## config.mk

```make
export PLATFORM = sky130hd
export DESIGN_NAME = ras_stack_param
export DESIGN_NICKNAME = d
export VERILOG_FILES = /design/src/rtl/ras_stack_param.sv
export SDC_FILE = /design/constraint.sdc
export NUM_CORES = 1
export LEC_CHECK = 0
export CAP_MARGIN = 10
export CORE_MARGIN = 3
export CORE_UTILIZATION = 62
export DETAILED_ROUTE_END_ITERATION = 7
export PLACE_DENSITY = 0.93
export SLEW_MARGIN = 10
export SYNTH_ARGS = -nofsm -noshare
export SYNTH_HDL_FRONTEND = slang
export SYNTH_SLANG_ARGS = --single-unit
```

## constraint.sdc

```tcl
create_clock -name clk -period 5 [get_ports clk]
set_input_delay 1 -clock clk [delete_from_list [all_inputs] [get_ports clk]]
set_output_delay 1 -clock clk [all_outputs]
set_load 0.02 [all_outputs]
```

## src/rtl/ras_stack_param.sv

```systemverilog
// ras_stack_param - parametrised return-address stack for the ID stage.
//
// Calls push PC+1 and returns pop it. The stack detects overflow and underflow
// (sticky flags), accepts a push and a pop in the same cycle, and keeps one
// pointer/count snapshot. That snapshot lets flush logic undo speculative
// pushes and pops.
//
// Parameters:
//   WIDTH    - entry width (PC width)
//   DEPTH    - number of entries (>= 2, any value)
//   OVF_MODE - 0: a push on full is dropped; 1: a push on full overwrites the oldest entry
//
// Ports:
//   clk        - clock, rising edge
//   rst        - asynchronous active-low reset
//   push       - push push_data this cycle
//   pop        - pop the top entry this cycle
//   push_data  - value to push
//   checkpoint - snapshot the pointer and count
//   restore    - reinstate the last snapshot (overrides push/pop/checkpoint)
//   clr_err    - clear the sticky error flags
//   top_data   - current top entry, combinational from storage; 0 when empty
//   count      - number of valid entries
//   empty      - count == 0
//   full       - count == DEPTH
//   overflow   - sticky: push with no free slot
//   underflow  - sticky: pop while empty
module ras_stack_param #(
    parameter int WIDTH    = 12,
    parameter int DEPTH    = 8,
    parameter int OVF_MODE = 0
) (
    input  logic                       clk,
    input  logic                       rst,
    input  logic                       push,
    input  logic                       pop,
    input  logic [WIDTH-1:0]           push_data,
    input  logic                       checkpoint,
    input  logic                       restore,
    input  logic                       clr_err,
    output logic [WIDTH-1:0]           top_data,
    output logic [$clog2(DEPTH+1)-1:0] count,
    output logic                       empty,
    output logic                       full,
    output logic                       overflow,
    output logic                       underflow
);

    localparam int PW = $clog2(DEPTH);
    localparam int CW = $clog2(DEPTH+1);

    logic [WIDTH-1:0] mem [DEPTH];
    logic [PW-1:0]    tp, tpNext, topPtr, savedTp, memAddr;
    logic [CW-1:0]    countNext, savedCount;
    logic             memWe, ovfSet, udfSet;

    // DEPTH need not be a power of two, so the wrap is explicit.
    function automatic logic [PW-1:0] ptrInc(input logic [PW-1:0] p);
        return (p == PW'(DEPTH-1)) ? '0 : p + 1'b1;
    endfunction

    function automatic logic [PW-1:0] ptrDec(input logic [PW-1:0] p);
        return (p == '0) ? PW'(DEPTH-1) : p - 1'b1;
    endfunction

    assign topPtr   = ptrDec(tp);
    assign empty    = (count == '0);
    assign full     = (count == CW'(DEPTH));
    assign top_data = empty ? '0 : mem[topPtr];

    always_comb begin
        tpNext    = tp;
        countNext = count;
        memWe     = 1'b0;
        memAddr   = tp;
        ovfSet    = 1'b0;
        udfSet    = 1'b0;
        if (restore) begin
            tpNext    = savedTp;
            countNext = savedCount;
        end else if (push && pop) begin
            if (!empty) begin
                // Return-then-call: replace the top in place.
                memWe   = 1'b1;
                memAddr = topPtr;
            end else begin
                // Nothing to pop. DEPTH >= 2, so an empty stack always has room.
                memWe     = 1'b1;
                tpNext    = ptrInc(tp);
                countNext = count + 1'b1;
                udfSet    = 1'b1;
            end
        end else if (push) begin
            if (!full) begin
                memWe     = 1'b1;
                tpNext    = ptrInc(tp);
                countNext = count + 1'b1;
            end else begin
                ovfSet = 1'b1;
                if (OVF_MODE != 0) begin
                    // When full, tp points at the oldest entry. It is overwritten here.
                    memWe  = 1'b1;
                    tpNext = ptrInc(tp);
                end
            end
        end else if (pop) begin
            if (!empty) begin
                tpNext    = topPtr;
                countNext = count - 1'b1;
            end else begin
                udfSet = 1'b1;
            end
        end
    end

    always_ff @(posedge clk) begin
        if (memWe) begin
            mem[memAddr] <= push_data;
        end
    end

    always_ff @(posedge clk or negedge rst) begin
        if (!rst) begin
            tp         <= '0;
            count      <= '0;
            savedTp    <= '0;
            savedCount <= '0;
            overflow   <= 1'b0;
            underflow  <= 1'b0;
        end else begin
            tp        <= tpNext;
            count     <= countNext;
            // A new error event in the same cycle as clr_err leaves the flag set.
            overflow  <= ovfSet | (overflow & ~clr_err);
            underflow <= udfSet | (underflow & ~clr_err);
            if (checkpoint && !restore) begin
                savedTp    <= tp;
                savedCount <= count;
            end
        end
    end

endmodule

```

==> impl_metrics.yaml, run 1 <==
worst_setup_path:
  endpoint: "top_data[11]"
  critPathKind: "reg2out"
  crit_path_start_kind: "register"
  critical_path_required_ns: 4.00
  startpoint: "tp[0]$_DFFE_PN0P_"
  critPathArrivalTime_ns: 3.42
  r2r_cells: 6
  rr_startpoint: "tp[0]$_DFFE_PN0P_"
  cp_cell_sequence: "inv_2 -> ha_1 -> buf_4 -> mux4_2 -> a22o_1 -> clkdlybuf4s50_1"
  max_stage_delay_ns: 0.90
  r2r_slack_ns: 2.22
  rr_endpoint: "mem[0][11]$_DFFE_PP_"
  endpoint_kind: "output port"
  crit_slowest_cell: "ha_1"
  cp_max_fo: 23
yosys:
  syn_avg_cell_area_um2: 17.12
  yosysTopAreaCell: "edfxtp_1"
  synth_common_cells: "96 x edfxtp_1, 24 x mux4_2, 16 x dfrtp_1, 15 x nand2_1, 14 x nor2_1"
  yosys_warnings: 0
  syn-num-nets: 304
  ys_seq_area_share_pct: 68.75
  synth_most_common_cell: "edfxtp_1"
  synth_ff_type: "edfxtp_1"
  async_reset_ff_share_pct: 14.29
  synth_area_um2: 4776
  synthCells: 279
  ys_types: 49
  synth-edff-count: 96
  synth.area.top_cells: "edfxtp_1 60%, mux4_2 11%, dfrtp_1 8.4%, a22o_1 2.4%, ha_1 1.6%"
  synth_seq_cells: 112
  yosysTopAreaCellShare_pct: 60.36
clock_network:
  clkLatencyLatePin_ns: 0.37
  tritoncts: "built"
  cts_buffer_depth: 2
  cts_buffers: 9
  htreeDepth: 3
  cts.repair.resized: 0
  clkTransAtPathRegs_ns: 0.11
  postCtsSetupBuffers: 0
  cts_root_buf: "clkbuf_8"
  clkSinkCount: 112
  hold_buffers: 0
place:
  dpl.hpwl_mm: 6.081
  routabilityCongestion: 0.8772
  dp_slack_ns: 1.039
  port_buffers: 38
power:
  p_leak_nw: 1.864
  p_total_mw: 2.920
  ir_worst_vdd_mv: 0.3522
  p_per_area_nw_per_um2: 533.0
floorplanning:
  die_width_um: 93.77
  start_util_pct: 64.80
  core_um2: 7370
  num_rows: 31
  ios: 39
  die-area_um2: 8792
  fp.dieH_um: 93.77
sta:
  tns_ns: 0
  period_share_pct: 88.49
  max_freq_ghz: 0.2260
  hold_viol_final: 0
  setup_violations: 0
  fin_ws_ns: 0.5753
  slew_headroom_pct: 40.96
  min_period_ns: 4.425
  hold_ws_ns: 0.5026
  slew_violations: 0
  worstMarginPinSlew_ns: 0.8856
  rsz0062_at_grt: "false"
  fin_worst_skew_ns: 0.01274
routing:
  finalWirelength_mm: 9.594
  route.detailed.drc: 0
  dr.pass1.iters: 4
  drtIter0Drc: 241
  ant_nets: 0
  viasPerCell: 6.618
  vias: 2839
  wl_per_cell_um: 22.36
global_route:
  grt_pass1_vias: 2824
  grt_pass1_wl_mm: 15.18
  grt_usage_pct: 23.66
  gr-total-overflow: 0
  antenna_found_initial: 0
  grt_max_degree: 25
run_status:
  status: "finished, final reports clean"
run:
  drv_cap: 0
hold_path:
  hp-class: "reg2reg"
  hold_depth: 2
cells_and_area:
  nets: 350
  num-fill-cells: 434
  seq_area_um2: 3283
  area_delta_synth_final_pct: 14.70
  multi_input_area_um2: 1373
  diodes: 0
  drive_gt1_share_pct: 18.18
-- worst min path at each step --
stage | from | endpoint
floorplan | savedCount[1]$_DFFE_PN0P_ | savedCount[1]$_DFFE_PN0P_
global placement | savedCount[0]$_DFFE_PN0P_ | savedCount[0]$_DFFE_PN0P_
detailed placement | savedCount[1]$_DFFE_PN0P_ | savedCount[1]$_DFFE_PN0P_
CTS | savedCount[1]$_DFFE_PN0P_ | savedCount[1]$_DFFE_PN0P_
global route | savedCount[1]$_DFFE_PN0P_ | count[1]$_DFFE_PN0P_
finish | savedCount[0]$_DFFE_PN0P_ | savedCount[0]$_DFFE_PN0P_
-- stage by stage --
step                      cells  cell area, um2  utilization, %
after global routing        429            5478           74.33
after global placement      413            5288           71.75
after CTS                   429            5478           74.33
after floorplan             279            4776               -
final                       429            5478           74.33
after detailed placement    413            5288           71.75
-- worst max-delay path: cells and delay by family (launching register included) --
family	cells	cell delay [ns]
flip-flops	1	0.55
buffers and inverters	3	1.02
multiplexers	1	0.31
AO/OA/AOI/OAI	1	0.25
adder cells (fa/ha/maj)	1	0.90
-- state kept, by name, summed over array words and instances, names as in the netlist --
register and flops:
overflow 1, underflow 1, savedCount 4, savedTp 3
mem 96, tp 3, count 4
-- power breakdown --
group	internal, mW	switching (mW)	total, mW
clock network	0.195	0.318	0.513
registers	1.11	0.0766	1.19
logic	0.584	0.631	1.22
-- cells in the final DEF, fill, tap and decap left out, drive strengths merged, types with 4 or more instances in the layout --
master,n
a2111oi,6
a211oi,5
a22o,13
buf,12
clkbuf,10
clkdlybuf4s50,38
clkinv,4
dfrtp,16
edfxtp,96
ha,6
inv,12
mux4,24
nand2,15
nor2,15
nor2b,4
o21ai,10
-- kinds of logic (layout without fill, tap and decap cells) --
| family | Yosys count | in the layout | synth area share (%) |
|---|---|---|---|
| XOR/XNOR | 1 | 1 | 0.1834 |
| AND/OR/NAND/NOR | 53 | 53 | 5.790 |
| adder cells (fa/ha/maj) | 6 | 6 | 1.572 |
| buffers and inverters | 25 | 76 | 2.515 |
| AO/OA/AOI/OAI | 54 | 54 | 8.960 |
| multiplexers | 28 | 28 | 12.23 |
| flip-flops | 112 | 112 | 68.74 |
-- layer usage --
layer	vias to the layer above	wire [um]	track usage, %
met3	18	780	4.968
li1	1231	-	-
met2	158	4793	37.08
met5	-	0	0
met4	0	167	7.822
met1	1432	3852	33.74
-- cell type report --
cell class                 count  area share, %
clock buffer                  10          2.330
sequential                   112          59.94
multi-input combinational    142          25.06
inverter                      10         0.6852
clock inverter                 6          1.142
timing repair buffer          50          8.588
tap                           99          2.261
(Power assumes the default switching activity.)
==> inputs of run 2 (changes only) <==
--- a/config.mk
+++ b/config.mk
@@ -6,8 +6,9 @@
 export NUM_CORES = 1
 export LEC_CHECK = 0
 export CAP_MARGIN = 10
-export CORE_MARGIN = 3
+export CORE_MARGIN = 5
 export CORE_UTILIZATION = 62
+export CTS_CLUSTER_DIAMETER = 30
 export DETAILED_ROUTE_END_ITERATION = 7
 export PLACE_DENSITY = 0.93
 export SLEW_MARGIN = 10
==> run 2 against run 1 <==
Design area rose by 0.18%. Clock skew rose by 0.0050 ns. Highest routed layer unchanged. Flip-flop and latch count did not move. Clock-buffer cell count did not move. Via count fell by 0.28%.
==> impl_metrics.yaml, run 2 (synthesis results as in run 1) <==
worst_setup_path:
  startpoint: "tp[0]$_DFFE_PN0P_"
  crit_path_start_kind: "register"
  critical_path.top_delay_family: "adder cells"
  max_stage_delay_ns: 1.09
  critical_path_required_ns: 4.00
  cp_cell_sequence: "inv_2 -> ha_1 -> buf_4 -> mux4_2 -> a22o_1 -> clkdlybuf4s50_1"
  critPathKind: "reg2out"
  critPathArrivalTime_ns: 3.49
  crit_slowest_cell: "ha_1"
  cp_max_fo: 28
  endpoint_kind: "output port"
  critPathBufInv: 3
  rr_startpoint: "tp[0]$_DFFE_PN0P_"
clock_network:
  clkLatencyLatePin_ns: 0.37
  tritoncts: "built"
  clkTransAtPathRegs_ns: 0.12
  cts_buffers: 9
  postCtsSetupBuffers: 0
  cts.repair.resized: 0
  htreeDepth: 3
  cts_buffer_depth: 2
  clkSinkCount: 112
  cts_root_buf: "clkbuf_8"
  hold_buffers: 0
power:
  p_per_area_nw_per_um2: 536.6
  switching_power_mw: 1.041
  seqPwrFrac_pct: 40.4
  p_int_mw: 1.904
  pwr-share-clk_pct: 17.4
  ir_worst_vdd_mv: 0.4019
  p_comb_share_pct: 42.2
  swShare_pct: 35.36
  p_leak_nw: 1.865
global_route:
  grt_usage_pct: 21.61
  grt_pass1_vias: 2861
  gr-total-overflow: 0
  antenna_found_initial: 0
  grt_pass1_wl_mm: 15.76
  grt_max_degree: 29
floorplanning:
  die_width_um: 97.77
  core_um2: 7607
  start_util_pct: 62.78
  die-area_um2: 9558
  ios: 39
  num_rows: 32
  fp.dieH_um: 97.77
sta:
  worstMarginPinSlew_ns: 1.161
  max_freq_ghz: 0.2229
  setup_violations: 0
  fin_worst_skew_ns: 0.01770
  slew_headroom_pct: 22.59
  period_share_pct: 89.74
  min_period_ns: 4.487
  rsz0062_at_grt: "false"
  hold_viol_final: 0
  tns_ns: 0
  slew_violations: 0
routing:
  finalWirelength_mm: 9.736
  dr.pass1.iters: 5
  wl_per_cell_um: 22.48
  route.detailed.drc: 0
  vias: 2831
  viasPerCell: 6.538
  ant_nets: 0
  drtIter0Drc: 308
cells_and_area:
  area_delta_synth_final_pct: 14.91
  final_cell_mix: "96 x edfxtp_1, 38 x clkdlybuf4s50_1, 24 x mux4_2"
  drive_gt1_share_pct: 18.43
  largest-register: "mem"
  largest_reg_flops: 96
  diodes: 0
  final_cell_area_um2: 5488
  top_regs: "mem (96), count (4), savedCount (4)"
  nets: 351
  layout_commonest_cell: "edfxtp_1"
run:
  drv_cap: 0
place:
  dpl.hpwl_mm: 6.408
  routabilityCongestion: 0.8644
  port_buffers: 38
  dpl_cell_area_um2: 5299
hold_path:
  hp-class: "reg2reg"
  hp-start: "savedCount[0]$_DFFE_PN0P_"
run_status:
  status: "finished, final reports clean"
[run 2: changes by cell type in the layout (fill, tap and decap cells not counted)]
| cell | before | now |
|---|---|---|
| clkinvlp_4 | 0 | 1 |
| inv_6 | 2 | 3 |
| clkinv_4 | 2 | 0 |
| buf_4 | 12 | 13 |
[run 2: worst paths after layout]
kind | endpoint | slack, ns | depth (start not counted)
max | top_data[8] | 0.51 | 6
min | savedCount[0]$_DFFE_PN0P_ | 0.49 | 2
max reg2reg | mem[0][1]$_DFFE_PP_ | 1.97 | 6
min reg2reg | savedCount[0]$_DFFE_PN0P_ | 0.49 | 2
max in group asynchronous | savedCount[0]$_DFFE_PN0P_ | 3.48 | 1
min in group asynchronous | count[1]$_DFFE_PN0P_ | 1.05 | 1
[run 2: per-layer routing]
metal  vias to the layer above  part of all wire, %  GRT usage, %
met5                         -                    0             0
met1                      1408                   39         29.08
li1                       1232                    -             -
met2                       172                   51         35.64
met4                         0                  1.9         6.496
met3                        19                  7.9         5.143
[run 2: power groups by stage]
stage	Clock (mW)	Sequential (mW)	Combinational [mW]
after floorplan	0	1.20	0.784
after global placement	0	1.20	1.19
after detailed placement	0	1.21	1.24
after CTS	0.518	1.19	1.25
after global routing	0.570	1.20	1.33
final	0.513	1.19	1.24
[run 2: cell type report]
class | count | area (um2)
clock buffer | 10 | 127.6
clock inverter | 6 | 61.31
fill | 470 | 2120
inverter | 10 | 37.54
multi-input combinational | 142 | 1373
sequential | 112 | 3283
tap | 102 | 127.6
timing repair buffer | 51 | 478.0
[run 2: worst reg2reg max path: stages (launching register included)]
cell and delay (ns):
dfrtp_1 0.52, inv_2 0.14, ha_1 1.09, nor4b_1 0.41
o21ai_0 0.17, nor2_1 0.12, buf_4 0.26
[run 2: per-stage QoR]
stage          worst slack, ns  std cells  utilization [%]  power [mW]  hold WS [ns]
5_1_grt                 0.3311        433            72.14       3.097        0.5172
4_1_cts                 0.5197        433            72.14       2.953        0.4957
6_report                0.5129        433            72.14       2.945        0.4924
3_5_place_dp            0.9384        417            69.65       2.452        0.4730
3_3_place_gp             1.055        417            69.65       2.391        0.4666
2_1_floorplan            1.872        279                -       1.985        0.4497
==> inputs of run 3 (changes only) <==
--- a/config.mk
+++ b/config.mk
@@ -11,6 +11,7 @@
 export CTS_CLUSTER_DIAMETER = 30
 export DETAILED_ROUTE_END_ITERATION = 7
 export PLACE_DENSITY = 0.93
+export SKIP_CTS_REPAIR_TIMING = 1
 export SLEW_MARGIN = 10
 export SYNTH_ARGS = -nofsm -noshare
 export SYNTH_HDL_FRONTEND = slang
==> results of run 3 <==
The final DEF is identical to that of run 2; final timing and power are the same.
